### config.mk
export PLATFORM = sky130hd
export DESIGN_NAME = fmul_share_ctrl
export DESIGN_NICKNAME = d
export VERILOG_FILES = /design/src/rtl/fmul_share_ctrl.sv
export SDC_FILE = /design/constraint.sdc
export NUM_CORES = 1
export LEC_CHECK = 0
export BUFFER_PORTS_ARGS = -buffer_cell sky130_fd_sc_hd__buf_2
export CAP_MARGIN = 20
export CORE_AREA = 2 2 155 157
export CTS_CLUSTER_DIAMETER = 100
export DETAILED_ROUTE_END_ITERATION = 12
export DIE_AREA = 0 0 157 159
export PLACE_DENSITY = 0.53
export SLEW_MARGIN = 20
export SYNTH_ARGS = -nofsm -noshare
export SYNTH_HDL_FRONTEND = slang
export SYNTH_SLANG_ARGS = --single-unit
### constraint.sdc
create_clock -name clk -period 2.82 [get_ports clk]
set_clock_uncertainty 0.2 [all_clocks]
set_input_delay 0.423 -clock clk [delete_from_list [all_inputs] [get_ports clk]]
set_output_delay 0.423 -clock clk [all_outputs]
set_load 0.05 [all_outputs]
### src/rtl/fmul_share_ctrl.sv
// rtl/fmul_share_ctrl.sv - round-robin sequencer sharing one multi-cycle float multiplier
//
// Purpose: arbitrates N_REQ operand requesters onto a single multiplier, issues a
// one-cycle start pulse, waits for done (or aborts after TIMEOUT cycles) and returns
// the result tagged with the owning requester index.
//
// Ports:
//   clk, rst_n                      clock, asynchronous active-low reset
//   req_valid/req_ready[N_REQ]      per-requester operand handshake (ready one-hot or zero)
//   req_a/req_b[32*N_REQ]           packed operands, requester i at [32i+31:32i]
//   mul_start, mul_a, mul_b         start pulse and held operands to the multiplier
//   mul_done, mul_c, mul_err        completion pulse, result and overflow flag
//   rsp_valid/rsp_ready             response handshake
//   rsp_id, rsp_c, rsp_err, rsp_timeout  response payload

module fmul_share_ctrl #(
   parameter int  N_REQ   = 4,
   parameter int  TIMEOUT = 63,
   localparam int IDW     = $clog2(N_REQ)
) (
   input  logic                 clk,
   input  logic                 rst_n,
   input  logic [N_REQ-1:0]     req_valid,
   input  logic [32*N_REQ-1:0]  req_a,
   input  logic [32*N_REQ-1:0]  req_b,
   output logic [N_REQ-1:0]     req_ready,
   output logic                 mul_start,
   output logic [31:0]          mul_a,
   output logic [31:0]          mul_b,
   input  logic                 mul_done,
   input  logic [31:0]          mul_c,
   input  logic                 mul_err,
   output logic                 rsp_valid,
   input  logic                 rsp_ready,
   output logic [IDW-1:0]       rsp_id,
   output logic [31:0]          rsp_c,
   output logic                 rsp_err,
   output logic                 rsp_timeout
);

   typedef enum logic [1:0] {IDLE, ISSUE, WAIT, RESP} state_t;

   // WAIT gives up on the cycle the counter would reach TIMEOUT.
   localparam logic [7:0] TMO_LAST = 8'(TIMEOUT - 1);

   state_t          state_q, state_d;
   logic            arm_q, arm_d;
   logic [IDW-1:0]  ptr_q, ptr_d;
   logic [IDW-1:0]  id_q, id_d;
   logic [31:0]     mul_a_q, mul_a_d;
   logic [31:0]     mul_b_q, mul_b_d;
   logic            mul_start_q, mul_start_d;
   logic [7:0]      timer_q, timer_d;
   logic            rsp_valid_q, rsp_valid_d;
   logic [31:0]     rsp_c_q, rsp_c_d;
   logic            rsp_err_q, rsp_err_d;
   logic            rsp_timeout_q, rsp_timeout_d;

   logic [31:0]     a_arr [N_REQ];
   logic [31:0]     b_arr [N_REQ];

   for (genvar i = 0; i < N_REQ; i++) begin : g_unpack
      assign a_arr[i] = req_a[32*i +: 32];
      assign b_arr[i] = req_b[32*i +: 32];
   end

   // Round-robin search: first valid requester at or after the pointer, wrapping.
   logic            gnt_found;
   logic [IDW-1:0]  gnt_idx, gnt_next, cand;

   always_comb begin
      gnt_found = 1'b0;
      gnt_idx   = '0;
      gnt_next  = '0;
      cand      = '0;
      for (int k = 0; k < N_REQ; k++) begin
         cand = IDW'((int'(ptr_q) + k) % N_REQ);
         if (!gnt_found && req_valid[cand]) begin
            gnt_found = 1'b1;
            gnt_idx   = cand;
            gnt_next  = IDW'((int'(ptr_q) + k + 1) % N_REQ);
         end
      end
   end

   // arm_q holds off grants for the first cycle after reset release, which keeps
   // req_ready low while in reset and mul_start low on the cycle after release.
   logic grant;
   assign grant     = arm_q && (state_q == IDLE) && gnt_found;
   assign req_ready = grant ? (N_REQ'(1) << gnt_idx) : '0;

   always_comb begin
      state_d       = state_q;
      arm_d         = 1'b1;
      ptr_d         = ptr_q;
      id_d          = id_q;
      mul_a_d       = mul_a_q;
      mul_b_d       = mul_b_q;
      mul_start_d   = 1'b0;
      timer_d       = timer_q;
      rsp_valid_d   = rsp_valid_q;
      rsp_c_d       = rsp_c_q;
      rsp_err_d     = rsp_err_q;
      rsp_timeout_d = rsp_timeout_q;
      unique case (state_q)
         IDLE: begin
            if (grant) begin
               mul_a_d     = a_arr[gnt_idx];
               mul_b_d     = b_arr[gnt_idx];
               id_d        = gnt_idx;
               ptr_d       = gnt_next;
               mul_start_d = 1'b1;
               state_d     = ISSUE;
            end
         end
         ISSUE: begin
            timer_d = 8'd0;
            state_d = WAIT;
         end
         WAIT: begin
            timer_d = timer_q + 8'd1;
            // A done in the timeout cycle still counts as a real result.
            if (mul_done) begin
               rsp_c_d       = mul_c;
               rsp_err_d     = mul_err;
               rsp_timeout_d = 1'b0;
               rsp_valid_d   = 1'b1;
               state_d       = RESP;
            end else if (timer_q == TMO_LAST) begin
               rsp_c_d       = 32'd0;
               rsp_err_d     = 1'b0;
               rsp_timeout_d = 1'b1;
               rsp_valid_d   = 1'b1;
               state_d       = RESP;
            end
         end
         RESP: begin
            if (rsp_ready) begin
               rsp_valid_d = 1'b0;
               state_d     = IDLE;
            end
         end
         default: state_d = IDLE;
      endcase
   end

   always_ff @(posedge clk or negedge rst_n) begin
      if (!rst_n) begin
         state_q       <= IDLE;
         arm_q         <= 1'b0;
         ptr_q         <= '0;
         id_q          <= '0;
         mul_a_q       <= '0;
         mul_b_q       <= '0;
         mul_start_q   <= 1'b0;
         timer_q       <= '0;
         rsp_valid_q   <= 1'b0;
         rsp_c_q       <= '0;
         rsp_err_q     <= 1'b0;
         rsp_timeout_q <= 1'b0;
      end else begin
         state_q       <= state_d;
         arm_q         <= arm_d;
         ptr_q         <= ptr_d;
         id_q          <= id_d;
         mul_a_q       <= mul_a_d;
         mul_b_q       <= mul_b_d;
         mul_start_q   <= mul_start_d;
         timer_q       <= timer_d;
         rsp_valid_q   <= rsp_valid_d;
         rsp_c_q       <= rsp_c_d;
         rsp_err_q     <= rsp_err_d;
         rsp_timeout_q <= rsp_timeout_d;
      end
   end

   assign mul_start   = mul_start_q;
   assign mul_a       = mul_a_q;
   assign mul_b       = mul_b_q;
   assign rsp_valid   = rsp_valid_q;
   assign rsp_id      = id_q;
   assign rsp_c       = rsp_c_q;
   assign rsp_err     = rsp_err_q;
   assign rsp_timeout = rsp_timeout_q;

endmodule

---- After elaboration in Yosys (flattened, before gate mapping) ----
Cells that the tools add are included.
cells by class
  add/subtract/negate cells ............... 7
  $lt $le $gt $ge ......................... 5
  reductions and logical operators ........ 16
  bitwise gates (word level) .............. 1
  equality and inequality tests ........... 7
  shift-type cells ........................ 1
  muxes and demuxes ....................... 44
operator list
  cell                 count
  $mux 32              6
  $bmux 32 s2          2
  $mux 2               12
  $mux 1               16
  $pmux 8 s2           1
  $lt 2x3->1 const B   4
  $add 2x1->2 const B  4
  $add 8x1->8 const B  1
  $bmux 1 s2           4
  $eq 8x6->1 const B   1
  $pmux 2 s4           1
  $reduce_and 3->1     2
  $reduce_bool 2->1    3
  $logic_and 1x1->1    5
  $add 2x2->2 const B  2
  $eq 2x2->1 const B   2
  $mux 4               1
  $ne 2x2->1 const B   2
  $reduce_and 2->1     2
  $shl 1x2->4 const A  1
  $ge 3x3->1 const B   1
  $logic_not 1->1      3
  $ne 3x3->1 const B   1
  $not 2->3            1
  3 further kinds      3
storage, ports and cells
  output and inout bits ................... 106
  input port bits ......................... 297
  flip-flop bits (word level) ............. 115

---- Depth between registers and ports, before layout ----
Gate-level depths: netlist of run 1.
  depth after elaboration ................. 16
  gate-level depth with buffers ........... 10

---- Worst setup path before layout of run 1 ----
Ideal clock, no wire load.
  path kind ............................... register to output
  start point ............................. register state_q[0]
  end point ............................... output port req_ready[3]
  path buffers ............................ 4
  stages on the path, launching flop included .. 11
  slack ................................... -0.066 ns
  arrival ................................. 2.263 ns
  path through ............................ dfrtp_1 > inv_1 > ha_1 > inv_1 > or2_1 > buf_2 > or2_1 > clkbuf_2 > buf_6 > buf_6 > nor2_1
on the way
  longest elaborated chain between the ends .. 4
ends and longest elaborated chain
  item                             line  RTL
  start: declaration               46    state_t state_q, state_d;
  start signal: assignment         162   state_q <= state_d;
  $logic_not 2->1                  89    assign grant = arm_q && (state_q == IDLE) && gnt_found;
  $logic_and 1x1->1 (2 in series)  89
  $mux 4                           90    assign req_ready = grant ? (N_REQ'(1) << gnt_idx) : '0;
  end: declaration                 26    output logic [N_REQ-1:0] req_ready,
Every way passes these cells.

---- Worst setup path after layout of run 1 ----
Same ends and word-level chain as after synthesis.

==> metrics, run 1 <==
clock root buffer=clkbuf_16; vias in the first global route=6310; Pre-antenna DRT Iters=4; Post-synth EDFFs=0; highest metal used=met4; CTS tree=built; Starting Density=27.4%; R2R Path Start=ptr_q[0]; WL/cell=18.2 µm; top_reg_cell synth=dfrtp_1; Slew Viols, Final=0; CP max stage delay=0.40 ns; worst min path class=in2reg; Yosys top cell area share=45.2%; met1 wire length=9.48 mm; Startpoint Class=register; pre-CTS WS=0.295 ns; Layout fillers=2311; Worst Setup End Kind=output pin; routed wire length=23.7 mm; Skew-Pair Late Insertion Delay=0.42 ns; setup violators final=0; Clock transition at path regs=0.06 ns; setup TNS=0 ns; Reg2Reg Depth=8; Critical Path, Cell by Cell=inv_2, ha_1, inv_1, or2_2, or2_4, nor2_2, buf_4; worst hold slack=0.0204 ns; die height=159 µm; RSZ-0062 raised after global routing=false; Yosys top cell by area=dfrtp_1; multi-input logic area=0.00318 mm²; worst vdd ir=0.757 mV; DR WL met3=1.82 mm; Top delay family on crit path=simple AND/OR/NAND/NOR gates; capture point of the worst reg-to-reg path=mul_b[22]; slowest CP cell=dfrtp_1; post-synthesis cell type count=49; Power Dens Cells=1200 mW/mm²; Synth async-reset ratio=100%; worst hold endpoint=rsp_c[7]; WP data required=2.20 ns; total grt overflow=0; Tmin final=2.66 ns; post-layout util=41.1%; kind of critical path=reg2out; Sink Count=115; Final WS setup=0.156 ns; largest net degree at the start of global routing=65; met2 wire length=11.8 mm; Longest Clk Path Bufs=2; # DRC=0; initial DRC count=309; number of port buffers=402; Synth top cells by count=mux2i_1 (129), dfrtp_1 (115), nand2_1 (79), o221ai_1 (36), a22o_1 (35); post-synthesis net count=862; status=completed; Placer Congestion=0.827; worst slew pin tran=0.600 ns; yosys warns=0; fin crit share=94.5%; htree depth=4; hold path cells=2; total CTS buffers=17; Tot Pwr=11400 µW; max frequency=375 MHz; Max FO, Critical Path=4; DIE AREA=0.0250 mm²; most frequent cell after synthesis=mux2i_1; Worst EP arrival=2.04 ns; Avg Synthesized Cell Area=11.4 µm²; global-route wire length before repair=35.2 mm; endpoints failing hold=0; DR vias=6084; Lkg Pwr=0.00515 µW; hpwl dp=17.7 mm; Die Wd=157 µm; vias per std cell=4.68; reg2reg setup slack=0.47 ns; Final #Nets=1266; register area share after synthesis=45.2%; proportion of layout cells with a drive suffix above 1=50.9%; max-capacitance violation count=0; Mapped Cells=559; antenna violations before repair=5; Worst slew margin=60.0%; row count=56; synthesized area=0.00636 mm²; flops & latches, synth=115; beginning of the worst hold path=mul_c[7]; post-route ant nets=0; Total GRT Usage=18.5%; most area-consuming cells after synthesis=dfrtp_1 (45%), mux2i_1 (20%), o221ai_2 (6.6%), o221ai_1 (5.0%), a22o_1 (4.8%); P&R area growth vs syn=49.8%; core area=0.0232 mm²; # IOs=403; WP buf/inv=3; Sequential cell area=0.00288 mm²
## sequential cells by signal (all words and copies together), names as in the netlist
register     cells
arm_q            1
mul_a           32
mul_b           32
mul_start        1
ptr_q            2
rsp_c           32
rsp_err          1
rsp_id           2
rsp_timeout      1
rsp_valid        1
state_q          2
timer_q          8
## kinds of logic (layout without fill, tap and decap cells)
group | Yosys count | count (layout) | synth area share (%)
xor gates and xnor gates | 2 | 2 | 0.275
adders and majority gates | 6 | 6 | 1.18
and+or+nand+nor | 110 | 110 | 7.43
other | 1 | 7 | 0.0589
DFF | 115 | 115 | 45.2
buffers and inverters | 61 | 478 | 5.15
AOI/OAI and AO/OA | 133 | 133 | 20.1
muxes | 131 | 131 | 20.6
## cells in the final DEF, fill, tap and decap left out, drive strengths merged, types with 2 or more instances in the layout
cell / n
dfrtp: 115
nand3: 3
diode: 6
clkbuf: 18
o21ai: 11
mux2: 2
nand2: 79
o31ai: 4
clkinv: 5
nor2: 7
and3: 2
o221ai: 64
nor3: 2
buf: 421
inv: 17
dlygate4sd3: 14
ha: 6
or2: 3
or3: 2
bufinv: 2
a21oi: 7
a22o: 35
nor2b: 6
mux2i: 129
## worst max-delay path by stage
stage                  from            to  slack (ns)  depth (start not counted)
2_1_floorplan    state_q[0]  req_ready[2]        0.02                          9
3_3_place_gp   req_valid[1]     mul_b[26]        0.32                          9
3_5_place_dp   req_valid[1]     mul_b[22]        0.30                          9
4_1_cts          state_q[0]  req_ready[2]        0.01                          7
5_1_grt            ptr_q[0]  req_ready[0]        0.02                          6
6_report         state_q[0]  req_ready[3]        0.16                          7
## cell type report
cell class | instances | area share, %
multi-input combinational | 383 | 33.3
sequential | 115 | 30.2
timing repair buffer | 436 | 25.5
clock buffer | 17 | 4.46
tap | 319 | 4.19
clock inverter | 15 | 1.80
inverter | 10 | 0.394
antenna | 6 | 0.157
## routing by layer
| layer | vias to the layer above | track usage (%) |
|---|---|---|
| li1 | 2927 | - |
| met1 | 2859 | 21.2 |
| met4 | 0 | 7.42 |
| met2 | 270 | 31.7 |
| met3 | 28 | 5.74 |
| met5 | - | 0 |
## report_power, final
part	internal [µW]	total [µW]	switching (µW)
clock	1330	2230	902
combinational	2050	6400	4350
sequential	2370	2810	438
total	5750	11400	5690
## worst reg2reg max path, delay by kind of cell (launching register included)
family / cells / cell delay [ns]
compound gates: 2 / 0.38
buf+inv: 3 / 0.68
flops: 1 / 0.49
mux: 1 / 0.24
simple gates: 2 / 0.24
## timing repair
action	in CTS	in global routing
endpoints found under the setup margin	0	4
hold endpoints to repair	44	2
hold buffers	12	2
gates resized for setup	0	13
setup buffers	0	0
## through the flow
step	instance area (µm²)	cells
2_1_floorplan	6370	559
3_3_place_gp	8760	1249
3_5_place_dp	8760	1249
4_1_cts	9480	1293
5_1_grt	9530	1300
6_report	9540	1301
Power figures use the tool's default switching activity.
==> run 2: changes to the inputs <==
--- a/config.mk
+++ b/config.mk
@@ -11,6 +11,7 @@
 export CTS_CLUSTER_DIAMETER = 100
 export DETAILED_ROUTE_END_ITERATION = 12
 export DIE_AREA = 0 0 157 159
+export GPL_TIMING_DRIVEN = 0
 export PLACE_DENSITY = 0.53
 export SLEW_MARGIN = 20
 export SYNTH_ARGS = -nofsm -noshare
==> metrics, run 2 (synthesis results as in run 1) <==
Skew-Pair Late Insertion Delay=0.41 ns (about the same); Tmin final=2.72 ns (+0.0564 ns); antenna violations before repair=9 (+4); setup TNS=0 ns (unchanged); fin crit share=96.5% (+2.0 points); global-route wire length before repair=38.3 mm (+8.8%); clock root buffer=clkbuf_16; # DRC=0 (unchanged); row count=56 (unchanged); beginning of the worst hold path=mul_c[26]; Worst Setup End Kind=output pin; htree depth=4 (unchanged); crit path from=state_q[0]; Startpoint Class=register; Total GRT Usage=20.6% (+2.1 points); Worst EP arrival=2.10 ns (+0.06 ns); Die Wd=157 µm (unchanged); WP data required=2.20 ns (about the same); kind of critical path=reg2out; Final #Nets=1291 (+2.0%); DIE AREA=0.0250 mm² (unchanged); proportion of layout cells with a drive suffix above 1=51.8% (+0.93 points); CP max stage delay=0.39 ns (about the same); Clock transition at path regs=0.06 ns (about the same); Critical Path, Cell by Cell=inv_2, ha_2, inv_1, or2_1, buf_6, or2_4, buf_12, nor2_2, buf_6; Max FO, Critical Path=6 (+2); status=completed; vias per std cell=4.67 (-0.15%); Layout Cells excl Fill=1327 (+2.0%); setup violators final=0 (unchanged); vias in the first global route=6592 (+4.5%); P&R area growth vs syn=50.6%; routed wire length=25.7 mm (+8.4%); die height=159 µm (unchanged); dominant cell type by count on the critical path=buf_6; Sink Count=115 (unchanged); # placed instances=1280 (+2.5%); initial DRC count=278 (-10%); slowest CP cell=dfrtp_1; Worst slew margin=63.4% (+3.4 points); largest net degree at the start of global routing=61 (-6.2%); CTS tree=built; Layout fillers=2328 (+0.74%); number of port buffers=401 (-0.25%); Starting Density=27.4% (unchanged); total CTS buffers=17 (unchanged); Lkg Pwr=0.00517 µW (+0.52%); hpwl dp=20.1 mm (+14%); worst slew pin tran=0.549 ns (-0.0506 ns); Longest Clk Path Bufs=2 (unchanged); Power Dens Cells=1220 mW/mm² (+1.7%); Placer Congestion=0.858 (+3.7%); worst vdd ir=0.650 mV (-14%); RSZ-0062 raised after global routing=false; DR vias=6196 (+1.8%); total grt overflow=0 (unchanged); worst min path class=in2reg; commonest non-fill, non-tap cells in the layout=buf_2 (415), mux2i_1 (129), dfrtp_1 (115); max-capacitance violation count=0 (unchanged); R2R Path Start=ptr_q[0]; max frequency=368 MHz (-2.1%); Slew Viols, Final=0 (unchanged); Pre-antenna DRT Iters=4 (unchanged); post-route ant nets=0 (unchanged); most common cell after layout, fill and taps aside=buf_2; endpoints failing hold=0 (unchanged); # IOs=403 (unchanged); core area=0.0232 mm² (unchanged); WL/cell=19.4 µm (+6.3%)
-- run 2: cell count changes in the layout (fill, tap and decap cells not counted), moves of 6 or more --
cell and delta:
buf_12 -7, buf_2 +18, buf_4 +7, buf_6 +6
clkbuf_1 +13, dlygate4sd3_1 -13
-- run 2: final cells by class --
type / instances / area (µm²) / area share, %
Clock inverter: 14 / 200 / 2.09
Timing Repair Buffer: 413 / 2140 / 22.3
Inverter: 10 / 37.5 / 0.392
Sequential cell: 115 / 2880 / 30.0
Antenna cell: 7 / 17.5 / 0.183
Tap cell: 319 / 399 / 4.16
Buffer: 48 / 303 / 3.16
Clock buffer: 18 / 439 / 4.58
Multi-Input combinational cell: 383 / 3170 / 33.1
-- run 2: worst paths after layout --
| kind | end | slack [ns] | cells after the start |
|---|---|---|---|
| setup / recovery | req_ready[3] | 0.1 | 9 |
| hold / removal | rsp_c[26] | 0.03 | 2 |
| setup reg to reg | mul_b[2] | 0.34 | 8 |
| hold reg to reg | mul_a[19] | 0.28 | 2 |
| max in group asynchronous | mul_a[5] | 1.36 | 3 |
| min in group asynchronous | rsp_c[30] | 0.36 | 2 |
-- run 2: per-layer routing --
layer	share of wire [%]	GRT usage (%)
met1	39	23.4
met2	50	36.1
met3	8.7	6.45
met4	2.0	7.01
met5	0.10	0
-- run 2: stage by stage --
stage	setup slack, ns	utilization, %	hold slack, ns	power [µW]	area, µm²
global placement	-0.467	37.8	0.256	9270	8770
detailed placement	-0.276	38.0	0.233	9310	8810
global route	0.00869	41.3	0.00442	12400	9580
CTS	-0.0217	41.1	0.000579	11800	9540
finish	0.0994	41.3	0.0257	11700	9580
floorplan	0.0239	-	-0.0726	7550	6370
-- run 2: timing repair --
action	4_1_cts	5_1_grt
endpoints found under the setup margin	4	3
resized for setup	16	5
setup buffers	6	4
cloned	0	0
pin swaps	1	0
endpoints found under the hold margin	55	0
hold buffers	1	0
-- run 2: power breakdown --
part,leakage [µW],internal (µW),switching (µW)
registers,0.00145,2370,385
clock network,0.000304,1520,851
logic,0.00342,2060,4510
total,0.00517,5940,5750
-- run 2: worst max-delay path, delay by kind of cell (launching register included) --
kind,cells,cell delay (ns)
buffers and inverters,5,0.54
and+or+nand+nor,3,0.58
adders and majority gates,1,0.18
DFF,1,0.39
==> run 3: changes to the inputs <==
--- a/config.mk
+++ b/config.mk
@@ -8,6 +8,7 @@
 export BUFFER_PORTS_ARGS = -buffer_cell sky130_fd_sc_hd__buf_2
 export CAP_MARGIN = 20
 export CORE_AREA = 2 2 155 157
+export CTS_BUF_LIST = sky130_fd_sc_hd__clkbuf_16
 export CTS_CLUSTER_DIAMETER = 100
 export DETAILED_ROUTE_END_ITERATION = 12
 export DIE_AREA = 0 0 157 159
==> metrics, run 3 (synthesis results as in run 1) <==
status=completed; antenna violations before repair=9 (unchanged); Pre-antenna DRT Iters=4 (unchanged); # placed instances=1280 (unchanged); vias per std cell=4.67 (about the same); total CTS buffers=17 (unchanged); worst min path class=in2reg; Placer Congestion=0.858 (unchanged); Worst slew margin=63.4% (about the same); initial DRC count=278 (unchanged); max frequency=368 MHz (about the same); Final #Nets=1291 (unchanged); vias in the first global route=6592 (unchanged); P_sw=5750 µW (about the same); Tmin final=2.72 ns (+0.0000926 ns); # DRC=0 (unchanged); Layout Cells excl Fill=1327 (unchanged); most common cell after layout, fill and taps aside=buf_2; Worst EP arrival=2.10 ns (about the same); combinational power share=56.3% (about the same); core area=0.0232 mm² (unchanged); largest net degree at the start of global routing=61 (unchanged); Worst Setup End Kind=output pin; WL/cell=19.4 µm (about the same); max-capacitance violation count=0 (unchanged); total grt overflow=0 (unchanged); proportion of layout cells with a drive suffix above 1=51.7% (-0.10 points); share of total power in sequential cells=23.6% (about the same); P&R area growth vs syn=50.4%; Startpoint Class=register; R2R Path Start=ptr_q[0]; Longest Clk Path Bufs=2 (unchanged); htree depth=4 (unchanged); fin crit share=96.5% (about the same); endpoints failing hold=0 (unchanged); worst vdd ir=0.650 mV (about the same); Tot Pwr=11700 µW (-0.23%); RSZ-0062 raised after global routing=false; row count=56 (unchanged); DIE AREA=0.0250 mm² (unchanged); post-route ant nets=0 (unchanged); clock network power share=20.1% (about the same); commonest non-fill, non-tap cells in the layout=buf_2 (415), mux2i_1 (129), dfrtp_1 (115); clock root buffer=clkbuf_16; capture point of the worst reg-to-reg path=mul_b[2]; Max FO, Critical Path=6 (unchanged); Skew-Pair Late Insertion Delay=0.41 ns (about the same); # IOs=403 (unchanged); sw frac=49.3% (+0.12 points); setup violators final=0 (unchanged); CTS tree=built; worst slew pin tran=0.549 ns (+0.00000978 ns); Setup crit end=req_ready[3]; number of port buffers=401 (unchanged); DR vias=6202 (+0.097%); post-layout util=41.3% (-0.043 points); global-route wire length before repair=38.3 mm (unchanged); Internal Power=5920 µW (-0.46%); crit path from=state_q[0]; die height=159 µm (unchanged); Sink Count=115 (unchanged); Clock transition at path regs=0.06 ns (about the same); Reg2Reg Depth=8 (unchanged); hpwl dp=20.1 mm (unchanged); Power Dens Cells=1220 mW/mm² (-0.12%); Starting Density=27.4% (unchanged); routed wire length=25.7 mm (about the same); Die Wd=157 µm (unchanged); reg2reg setup slack=0.34 ns (about the same); WP data required=2.20 ns (about the same); Lkg Pwr=0.00517 µW (-0.11%); kind of critical path=reg2out; Total GRT Usage=20.6% (unchanged); Slew Viols, Final=0 (unchanged)
[run 3: worst min-delay path by stage]
stage | startpoint | slack [ns] | to | cells after the start
finish | mul_c[26] | 0.03 | rsp_c[26] | 2
global route | mul_c[9] | 0.004 | rsp_c[9] | 2
CTS | mul_c[26] | 0.0006 | rsp_c[26] | 2
detailed placement | rst_n | 0.23 | rsp_c[30] | 1
global placement | rsp_id[1] | 0.26 | rsp_id[1] | 2
floorplan | rst_n | -0.07 | arm_q | 0
[run 3: timing repair]
action / 4_1_cts / 5_1_grt
resized for setup: 16 / 5
pin swaps: 1 / 0
hold endpoints to repair: 55 / 0
endpoints found under the setup margin: 4 / 3
hold buffers: 1 / 0
buffers inserted: 6 / 4
[run 3: final cells by class]
class | count | area (µm²)
diodes | 7 | 17.5
plain buffers | 48 | 303
clock buffers | 17 | 425
clock inverters | 15 | 204
fillers | 2329 | 13600
inverters | 10 | 37.5
multi-input cells | 383 | 3170
flip-flops and latches | 115 | 2880
well taps | 319 | 399
repair buffers | 413 | 2140
[run 3: power by group through the flow]
stage	sequential, µW	clock (µW)	combinational, µW
after floorplan	5080	0	2470
after global placement	2760	0	6510
after detailed placement	2760	0	6550
after CTS	2750	2410	6620
after global routing	2850	2490	7010
final	2760	2340	6570
[run 3: through the flow]
stage / TNS [ns] / cell area (µm²) / hold slack, ns / setup slack [ns]
2_1_floorplan: 0 / 6370 / -0.0726 / 0.0239
3_3_place_gp: -52.71 / 8770 / 0.256 / -0.467
3_5_place_dp: -0.640 / 8810 / 0.233 / -0.276
4_1_cts: -0.0217 / 9530 / 0.000579 / -0.0217
5_1_grt: 0 / 9570 / 0.00442 / 0.00869
6_report: 0 / 9570 / 0.0256 / 0.0993
[run 3: worst max-delay path: stages, from the launching register on]
cell	delay [ns]
dfrtp_1	0.39
inv_2	0.07
ha_2	0.18
inv_1	0.04
or2_1	0.22
buf_6	0.13
or2_4	0.27
buf_12	0.14
nor2_2	0.09
buf_6	0.16
[run 3: layer usage]
metal | global-route usage [%] | routed length [µm] | vias up
met5 | 0 | 27 | -
met4 | 7.01 | 510 | 4
met3 | 6.45 | 2220 | 30
met2 | 36.1 | 12900 | 277
met1 | 23.4 | 10000 | 2915
li1 | - | - | 2976
